[src/rtl/id_stage_hazard.sv]
// RV32I/RV32E decode stage: decoder, register file, immediates, load-use hazard unit, ID/EX register.
// Optional: define ID_RF_BYPASS_EN for write-through register-file reads instead of a WB-collision stall.
module id_stage_hazard #(
    parameter int XLEN     = 32,
    parameter int NUM_REGS = 32
) (
    input  logic            clock,
    input  logic            reset,
    input  logic            if_valid,
    input  logic [31:0]     if_instr,
    input  logic [XLEN-1:0] if_pc,
    input  logic            flush,
    input  logic            wb_we,
    input  logic [4:0]      wb_rd,
    input  logic [XLEN-1:0] wb_data,
    output logic            id_stall,
    output logic            ex_valid,
    output logic [XLEN-1:0] ex_pc,
    output logic [XLEN-1:0] ex_rs1_data,
    output logic [XLEN-1:0] ex_rs2_data,
    output logic [XLEN-1:0] ex_imm,
    output logic [4:0]      ex_rs1,
    output logic [4:0]      ex_rs2,
    output logic [4:0]      ex_rd,
    output logic [2:0]      ex_funct3,
    output logic            ex_funct7b5,
    output logic            ex_alusrc,
    output logic [1:0]      ex_aluop,
    output logic            ex_branch,
    output logic            ex_jump,
    output logic            ex_memread,
    output logic            ex_memwrite,
    output logic            ex_memtoreg,
    output logic            ex_regwrite
);

    localparam int AW = $clog2(NUM_REGS);

    localparam logic [6:0] OP_R      = 7'b0110011;
    localparam logic [6:0] OP_IALU   = 7'b0010011;
    localparam logic [6:0] OP_LOAD   = 7'b0000011;
    localparam logic [6:0] OP_STORE  = 7'b0100011;
    localparam logic [6:0] OP_BRANCH = 7'b1100011;
    localparam logic [6:0] OP_LUI    = 7'b0110111;
    localparam logic [6:0] OP_AUIPC  = 7'b0010111;
    localparam logic [6:0] OP_JAL    = 7'b1101111;
    localparam logic [6:0] OP_JALR   = 7'b1100111;

    logic [XLEN-1:0] regs [NUM_REGS];

    logic [6:0]      opcode;
    logic [4:0]      rs1, rs2, rd;
    logic            legal_op, use_rs1, use_rs2, use_rd, is_lui, illegal;
    logic            dec_alusrc, dec_branch, dec_jump, dec_memread, dec_memwrite;
    logic            dec_memtoreg, dec_regwrite;
    logic [1:0]      dec_aluop;
    logic [XLEN-1:0] dec_imm;
    logic [XLEN-1:0] rs1_val, rs2_val;
    logic            load_use, wb_hit, issue;

    function automatic logic in_range(input logic [4:0] idx);
        return int'(idx) < NUM_REGS;
    endfunction

    assign opcode = if_instr[6:0];
    assign rs1    = if_instr[19:15];
    assign rs2    = if_instr[24:20];
    assign rd     = if_instr[11:7];

    // Opcode decode, immediate formation and which register fields this opcode actually uses.
    always_comb begin
        legal_op     = 1'b1;
        use_rs1      = 1'b0;
        use_rs2      = 1'b0;
        use_rd       = 1'b0;
        is_lui       = 1'b0;
        dec_alusrc   = 1'b0;
        dec_aluop    = 2'b00;
        dec_branch   = 1'b0;
        dec_jump     = 1'b0;
        dec_memread  = 1'b0;
        dec_memwrite = 1'b0;
        dec_memtoreg = 1'b0;
        dec_regwrite = 1'b0;
        dec_imm      = '0;
        case (opcode)
            OP_R: begin
                use_rs1 = 1'b1; use_rs2 = 1'b1; use_rd = 1'b1;
                dec_aluop = 2'b10; dec_regwrite = 1'b1;
            end
            OP_IALU: begin
                use_rs1 = 1'b1; use_rd = 1'b1;
                dec_aluop = 2'b11; dec_alusrc = 1'b1; dec_regwrite = 1'b1;
                dec_imm = {{(XLEN-12){if_instr[31]}}, if_instr[31:20]};
            end
            OP_LOAD: begin
                use_rs1 = 1'b1; use_rd = 1'b1;
                dec_alusrc = 1'b1; dec_memread = 1'b1; dec_memtoreg = 1'b1; dec_regwrite = 1'b1;
                dec_imm = {{(XLEN-12){if_instr[31]}}, if_instr[31:20]};
            end
            OP_STORE: begin
                use_rs1 = 1'b1; use_rs2 = 1'b1;
                dec_alusrc = 1'b1; dec_memwrite = 1'b1;
                dec_imm = {{(XLEN-12){if_instr[31]}}, if_instr[31:25], if_instr[11:7]};
            end
            OP_BRANCH: begin
                use_rs1 = 1'b1; use_rs2 = 1'b1;
                dec_aluop = 2'b01; dec_branch = 1'b1;
                dec_imm = {{(XLEN-13){if_instr[31]}}, if_instr[31], if_instr[7],
                           if_instr[30:25], if_instr[11:8], 1'b0};
            end
            OP_LUI, OP_AUIPC: begin
                use_rd = 1'b1; is_lui = (opcode == OP_LUI);
                dec_alusrc = 1'b1; dec_regwrite = 1'b1;
                dec_imm = {{(XLEN-32){if_instr[31]}}, if_instr[31:12], 12'b0};
            end
            OP_JAL: begin
                use_rd = 1'b1;
                dec_jump = 1'b1; dec_regwrite = 1'b1;
                dec_imm = {{(XLEN-21){if_instr[31]}}, if_instr[31], if_instr[19:12],
                           if_instr[20], if_instr[30:21], 1'b0};
            end
            OP_JALR: begin
                use_rs1 = 1'b1; use_rd = 1'b1;
                dec_jump = 1'b1; dec_alusrc = 1'b1; dec_regwrite = 1'b1;
                dec_imm = {{(XLEN-12){if_instr[31]}}, if_instr[31:20]};
            end
            default: legal_op = 1'b0;
        endcase
    end

    assign illegal = ~legal_op | (if_instr[1:0] != 2'b11)
                   | (use_rs1 & ~in_range(rs1)) | (use_rs2 & ~in_range(rs2))
                   | (use_rd & ~in_range(rd));

    // Register file reads; out-of-range indices read as zero since such instructions never issue.
    always_comb begin
        rs1_val = (rs1 == 5'd0 || !in_range(rs1)) ? '0 : regs[rs1[AW-1:0]];
        rs2_val = (rs2 == 5'd0 || !in_range(rs2)) ? '0 : regs[rs2[AW-1:0]];
`ifdef ID_RF_BYPASS_EN
        if (wb_we && wb_rd != 5'd0 && wb_rd == rs1) rs1_val = wb_data;
        if (wb_we && wb_rd != 5'd0 && wb_rd == rs2) rs2_val = wb_data;
`endif
    end

    // Write port: x0 and indices beyond the file depth are never written.
    always_ff @(posedge clock) begin
        if (reset) begin
            for (int i = 0; i < NUM_REGS; i++) regs[i] <= '0;
        end else if (wb_we && wb_rd != 5'd0 && in_range(wb_rd)) begin
            regs[wb_rd[AW-1:0]] <= wb_data;
        end
    end

    assign load_use = if_valid & ex_valid & ex_memread & (ex_rd != 5'd0)
                    & ((use_rs1 & (rs1 == ex_rd)) | (use_rs2 & (rs2 == ex_rd)));

`ifdef ID_RF_BYPASS_EN
    assign wb_hit = 1'b0;
`else
    // Without bypass a read colliding with this cycle's write would see stale data, so wait a cycle.
    assign wb_hit = if_valid & wb_we & (wb_rd != 5'd0)
                  & ((use_rs1 & (rs1 == wb_rd)) | (use_rs2 & (rs2 == wb_rd)));
`endif

    assign id_stall = (load_use | wb_hit) & ~flush;
    assign issue    = if_valid & ~illegal & ~flush & ~id_stall;

    // ID/EX register: anything that does not issue becomes an all-zero bubble.
    always_ff @(posedge clock) begin
        if (reset || !issue) begin
            ex_valid    <= 1'b0;
            ex_pc       <= '0;
            ex_rs1_data <= '0;
            ex_rs2_data <= '0;
            ex_imm      <= '0;
            ex_rs1      <= '0;
            ex_rs2      <= '0;
            ex_rd       <= '0;
            ex_funct3   <= '0;
            ex_funct7b5 <= 1'b0;
            ex_alusrc   <= 1'b0;
            ex_aluop    <= '0;
            ex_branch   <= 1'b0;
            ex_jump     <= 1'b0;
            ex_memread  <= 1'b0;
            ex_memwrite <= 1'b0;
            ex_memtoreg <= 1'b0;
            ex_regwrite <= 1'b0;
        end else begin
            ex_valid    <= 1'b1;
            ex_pc       <= if_pc;
            ex_rs1_data <= is_lui ? '0 : rs1_val;
            ex_rs2_data <= rs2_val;
            ex_imm      <= dec_imm;
            ex_rs1      <= is_lui ? 5'd0 : rs1;
            ex_rs2      <= rs2;
            ex_rd       <= rd;
            ex_funct3   <= if_instr[14:12];
            ex_funct7b5 <= if_instr[30];
            ex_alusrc   <= dec_alusrc;
            ex_aluop    <= dec_aluop;
            ex_branch   <= dec_branch;
            ex_jump     <= dec_jump;
            ex_memread  <= dec_memread;
            ex_memwrite <= dec_memwrite;
            ex_memtoreg <= dec_memtoreg;
            ex_regwrite <= dec_regwrite;
        end
    end

endmodule

[config.mk]
export PLATFORM = sky130hd
export DESIGN_NAME = id_stage_hazard
export DESIGN_NICKNAME = d
export VERILOG_FILES = /design/src/rtl/id_stage_hazard.sv
export SDC_FILE = /design/constraint.sdc
export NUM_CORES = 2
export LEC_CHECK = 0
export CAP_MARGIN = 15
export CORE_MARGIN = 2
export CORE_UTILIZATION = 55
export CTS_CLUSTER_DIAMETER = 30
export DETAILED_ROUTE_END_ITERATION = 10
export GPL_ROUTABILITY_DRIVEN = 0
export PLACE_DENSITY = 0.74
export SYNTH_ARGS = -nofsm -noshare
export SYNTH_HDL_FRONTEND = slang
export SYNTH_SLANG_ARGS = --single-unit
[constraint.sdc]
create_clock -name clock -period 2.6 [get_ports clock]
set_input_delay 0.26 -clock clock [delete_from_list [all_inputs] [get_ports clock]]
set_output_delay 0.26 -clock clock [all_outputs]
set_load 0.05 [all_outputs]
# Word-level counts from Yosys, hierarchy flattened
# Memory sizes are Yosys's and may differ from the RTL's. A register that Yosys moved wholly into a read port is not among the register bits.
# Index checks and enable logic that the tools add are counted.
classes:
  eq_ne: 14
  n_mux: 21
  bitwise: 23
  n_reduce_logical: 19
ops:
  columns: ["op", "n"]
  rows:
  - ["one-hot mux 32 bit (5 select lines)", 1]
  - ["2-to-1 mux 32 bit", 1]
  - ["OR reduction 32 bit", 1]
  - ["== test 7 x 6 -> 1 bit (second input constant)", 3]
  - ["== test 7 bit (second input constant)", 3]
  - ["== test 5 bit", 4]
  - ["2-to-1 mux 1 bit", 17]
  - ["AND 1 bit", 15]
  - ["== test 7 x 5 -> 1 bit (second input constant)", 2]
  - ["OR reduction 6 bit", 2]
  - ["zero test 5 bit", 2]
  - ["nonzero test 5 bit", 2]
  - ["OR reduction 3 bit", 3]
  - ["OR reduction 9 bit", 1]
  - ["OR reduction 2 bit", 4]
  - ["== test 7 x 2 -> 1 bit (second input constant)", 1]
  - ["OR reduction 7 bit", 1]
  - ["one-hot mux 2 bit (3 select lines)", 1]
  - ["2-to-1 mux 5 bit", 1]
  - ["NOT 1 bit", 4]
  - ["OR 1 bit", 4]
  - ["inequality test 2 bit (second input constant)", 1]
  - ["logical AND 1 bit", 1]
  - ["zero test 1 bit", 1]
  - ["logical OR 1 bit", 1]
totals:
  reg_bits: 92
  ram_bits: 1024
  elab_cells: 93
  mem_count: 1
mem_list:
  columns: ["memory", "depth", "word_bits", "read_ports", "rd_clocked_by_memory_dff", "write_ports", "line", "text"]
  rows:
  - ["regs", 32, 32, 2, 2, 32, "49", "logic [XLEN-1:0] regs [NUM_REGS];"]

# Logic depth before layout (Yosys ltp)
logic_depth:
  word_depth: 13
  mapped_depth: 11
  mapped_depth_nobuf: 7

# Worst setup path after synthesis
# OpenSTA, ideal clock, no wires.
synth_timing:
  path_type: "register to register"
  startpoint: "reg ex_rd[1]"
  endpoint: "reg ex_imm[29]"
  setup_time_ns: 0.133
  arrival_ns: 2.387
  t_required_ns: 2.467
  path_slack_ns: 0.081
  path_stages_with_launch: 10
  path_buffers: 3
  synth_period_minus_slack_ns: 2.519
  cell_sequence: "dfxtp_1 or4_1 o2111ai_1 or4_1 a211oi_1 a211o_1 buf_6 buf_6 buf_2 a21oi_1"
synth_via:
  elab_chain_cells: 10
  elab_cells_between_ends: 14
synth_lines:
  columns: ["item", "line", "text"]
  rows:
  - ["from (decl)", "24", "output logic [4:0] ex_rd,"]
  - ["from (signal assigned)", "198", "ex_rd <= rd;"]
  - ["== test 5 bit", "156", "& ((use_rs1 & (rs1 == ex_rd)) | (use_rs2 & (rs2 == ex_rd)));"]
  - ["AND 1 bit", "156", null]
  - ["OR 1 bit", "156", null]
  - ["AND 1 bit *", "156", null]
  - ["OR 1 bit *", "166", "assign id_stall = (load_use | wb_hit) & ~flush;"]
  - ["AND 1 bit *", "166", null]
  - ["NOT 1 bit *", "167", "assign issue = if_valid & ~illegal & ~flush & ~id_stall;"]
  - ["AND 1 bit *", "167", null]
  - ["zero test 1 bit *", "171", "if (reset || !issue) begin"]
  - ["logical OR 1 bit *", "171", null]
  - ["to (signal assigned)", "195", "ex_imm <= dec_imm;"]
  - ["to (decl)", "21", "output logic [XLEN-1:0] ex_imm,"]
# Mark *: on every way between the ends. The rest lies on a longest branch, timed or not.
# A chain may end at the register's enable or synchronous reset.

# Worst setup path after layout
layout_timing:
  startpoint: "reg ex_rd[1]"
  endpoint: "out id_stall"
layout_via:
  elab_chain_cells: 6
  elab_cells_between_ends: 10
layout_lines:
  columns: ["item", "line", "text"]
  rows:
  - ["== test 5 bit", "156", null]
  - ["AND 1 bit", "156", null]
  - ["OR 1 bit", "156", null]
  - ["AND 1 bit *", "156", null]
  - ["OR 1 bit *", "166", null]
  - ["AND 1 bit *", "166", null]
  - ["to (decl)", "16", "output logic id_stall,"]
# Marks and branches as above.

==> out/results.ini <==
[yosys]
ys.warnings.count = 0
synth-seq-cells = 1180
postSynthAreaPerCell_sq_um = 15.4
ys.flop_type = edfxtp_1
async_flop_share = 0
synthDistinctLibCells = 56
netlist_area_sq_um = 58900
synth_cells = 3830
synth_edf_count = 1024
ys_seq_area_frac = 0.575

[place]
place_hpwl_mm = 128
portBuffers = 263
dp_slack_ps = -82.3
place_area_sq_um = 66300

[routing]
post_drt_wl_per_cell_um = 33.9
ant_nets = 0
drt-pass1-iter-count = 6
vias_per_cell = 6.79
drt_iter0_drc = 5870
vias = 40418
routed_wl_mm = 202
drc = 0

[pwr]
leakage_nw = 26.6
p_sw_w = 0.0140
irDropWorstVdd_v = 0.000775
power_frac_clock = 0.512
power_frac_comb = 0.097
seqPwrFrac = 0.391
powerDensity_nw_per_um2 = 758
swShare = 0.249
intPower_w = 0.0423

[sta]
hold_viol_final = 0
post-route-min-period_ps = 2800
setup_viol = 1
finalMaxSlewViolations = 0
holdWs_ps = 20.3
fmax_mhz = 358
skew_ps = 71.1
setup_slack_ps = -196
tightest_slew_ps = 1070
rsz0062_at_grt = yes
slew_headroom = 0.282
period_share = 1.08

[final_layout]
drive_gt1_frac = 0.322
seq_area_sq_um = 33900
design_area_sq_um = 74300
fillers = 6690
postLayoutCoreUtil = 0.697
layout.nets = 4451
final_common_cell = and2_1
final_cell_mix = and2_1 (1,040), edfxtp_1 (1,024), mux4_2 (559)
synthToLayoutAreaGrowth_pct = 26.1
multi_input_area_sq_um = 23800

[setup_path]
cp_top_family = compound AO/OA/AOI/OAI gates
worst-path-buf-inv = 2
worstPathRequired_ps = 2340
worst_path_largest_cell_delay_ps = 510
regToRegSetupSlack_ps = 210
r2r-end = ex_rs2_data[28]
path_class = flip-flop to primary output
rr_startpoint = ex_rd[1]
worst_path_max_delay_cell = or4_4
end_kind = primary output
cp_max_fo = 4
reg2reg_depth = 8
startpoint_type = flip-flop
crit_chain = or4_4 > o2111ai_2 > buf_4 > o31ai_4 > a21o_1 > buf_12
cp.arrival_ps = 2540

[clock_network]
cts_tree = yes
numCtsBuffers = 222
cts_root_buf = clkbuf_16
clock_latency_ps = 830
cts.sinks = 1180
path_clk_slew_ps = 50
h-tree-depth = 4
cts_max_path_buffers = 3

[global_routing]
groute.layer.met2.usage = 0.571
antenna_found_initial = 21
grt_pass1_vias = 40911
overflow = 0
grt_max_degree = 57
grt_pass1_wl_mm = 288
gr-max-usage-layer = met2
use_met1 = 0.464
grt_usage = 0.369
grt_use_met3 = 0.118

[die]
num_rows = 120
start_util = 0.553
die_w_um = 331
coreArea_sq_um = 107000
die_y_um = 331
die_area_sq_um = 110000
num_io_pins = 264

[min_path]
hold_path.class = primary input to flip-flop
hold_depth = 4
hold_end = ex_imm[20]
min_from = if_instr[20]

[flow_run]
cap_violations = 0

[outcome]
violations = setup timing
status = complete, but fails checks

-- state kept, by name (all words and copies together), names as in the netlist --
register	cells
ex_rd	5
ex_branch	1
ex_pc	32
ex_imm	32
ex_aluop	2
ex_rs2_data	32
ex_alusrc	1
ex_funct7b5	1
ex_memwrite	1
ex_valid	1
regs	1024
ex_jump	1
ex_memtoreg	1
ex_regwrite	1
ex_funct3	3
ex_rs1_data	32
ex_rs2	5
ex_rs1	5
-- routing by layer --
metal,part of all wire,wire (um),vias up
li1,-,-,15714
met1,0.33,67100,20249
met2,0.46,93500,3677
met3,0.14,29100,768
met4,0.060,12200,10
met5,0.00032,64,-
-- synth_stat cells (6+ instances only) --
library cell | n | area, sq um
and3_1 | 14 | 87.6
nor3_2 | 28 | 280
dfxtp_1 | 156 | 3120
mux4_2 | 559 | 12600
or2_2 | 34 | 213
a221oi_1 | 9 | 78.8
xor2_1 | 10 | 87.6
buf_6 | 6 | 67.6
buf_2 | 77 | 385
clkbuf_1 | 301 | 1130
edfxtp_1 | 1024 | 30700
nor2b_1 | 9 | 56.3
nand2_1 | 59 | 221
and2_1 | 1040 | 6510
a21oi_1 | 73 | 365
o22ai_1 | 44 | 275
nand3_1 | 14 | 70.1
a22oi_1 | 44 | 330
o21ai_0 | 27 | 135
xnor2_1 | 10 | 87.6
mux2i_1 | 106 | 1060
nand4_1 | 8 | 50.1
nand3b_1 | 6 | 45.0
nor3_1 | 38 | 190
nor2_1 | 65 | 244
mux2_2 | 6 | 67.6
buf_1 | 17 | 63.8
-- per-stage QoR --
step | power (W) | TNS (ps) | cells
floorplan | 0.0251 | 0 | 3861
global placement | 0.0274 | -1250 | 5498
detailed placement | 0.0276 | -3210 | 5498
CTS | 0.0562 | -220 | 5942
global route | 0.0574 | -281 | 5949
finish | 0.0563 | -196 | 5952
-- power groups by stage --
stage	logic [W]	registers, W	clock network [W]
6_report	0.00547	0.0220	0.0288
5_1_grt	0.00560	0.0221	0.0298
4_1_cts	0.00536	0.0220	0.0289
3_5_place_dp	0.00528	0.0223	0
3_3_place_gp	0.00524	0.0222	0
2_1_floorplan	0.00300	0.0221	0
-- tightest hold or removal path: stages --
cell,delay [ps]
buf_8,150
buf_12,210
nand2_1,100
a21oi_1,60
-- kinds of logic after synthesis --
group                     count (synthesis)  share of synthesized area
and+or+nand+nor                        1333                      0.138
DFF                                    1180                      0.575
other                                     1                  0.0000636
buffers and inverters                   410                     0.0288
AOI/OAI and AO/OA                       215                     0.0225
muxes                                   671                      0.233
xor gates and xnor gates                 20                    0.00297
-- area by class of cell --
cell class                      instances  share of cell area
Antenna cell                           10            0.000337
Clock buffer                          251              0.0789
Clock inverter                        167              0.0244
Inverter                                3            0.000168
Multi-Input combinational cell       2271               0.320
Sequential cell                      1180               0.456
Tap cell                             1403              0.0236
Timing Repair Buffer                  667              0.0970
-- how the worst max path moves through the flow --
stage	start	endpoint	cells after the start
after floorplan	ex_rd[1]	ex_imm[29]	9
after detailed placement	wb_rd[4]	ex_imm[18]	8
after global placement	wb_rd[4]	ex_imm[13]	8
after global routing	ex_rd[1]	id_stall	6
final	ex_rd[1]	id_stall	6
after CTS	ex_rd[1]	id_stall	6
-- timing repair --
item	CTS	global route
hold buffers	24	0
gates resized for setup	14	0
endpoints found under the setup margin	1	1
setup buffers	3	0
hold endpoints to repair	28	0
pin swaps	4	0
gates cloned	0	0
No activity file was read; power rests on OpenSTA's default activity.
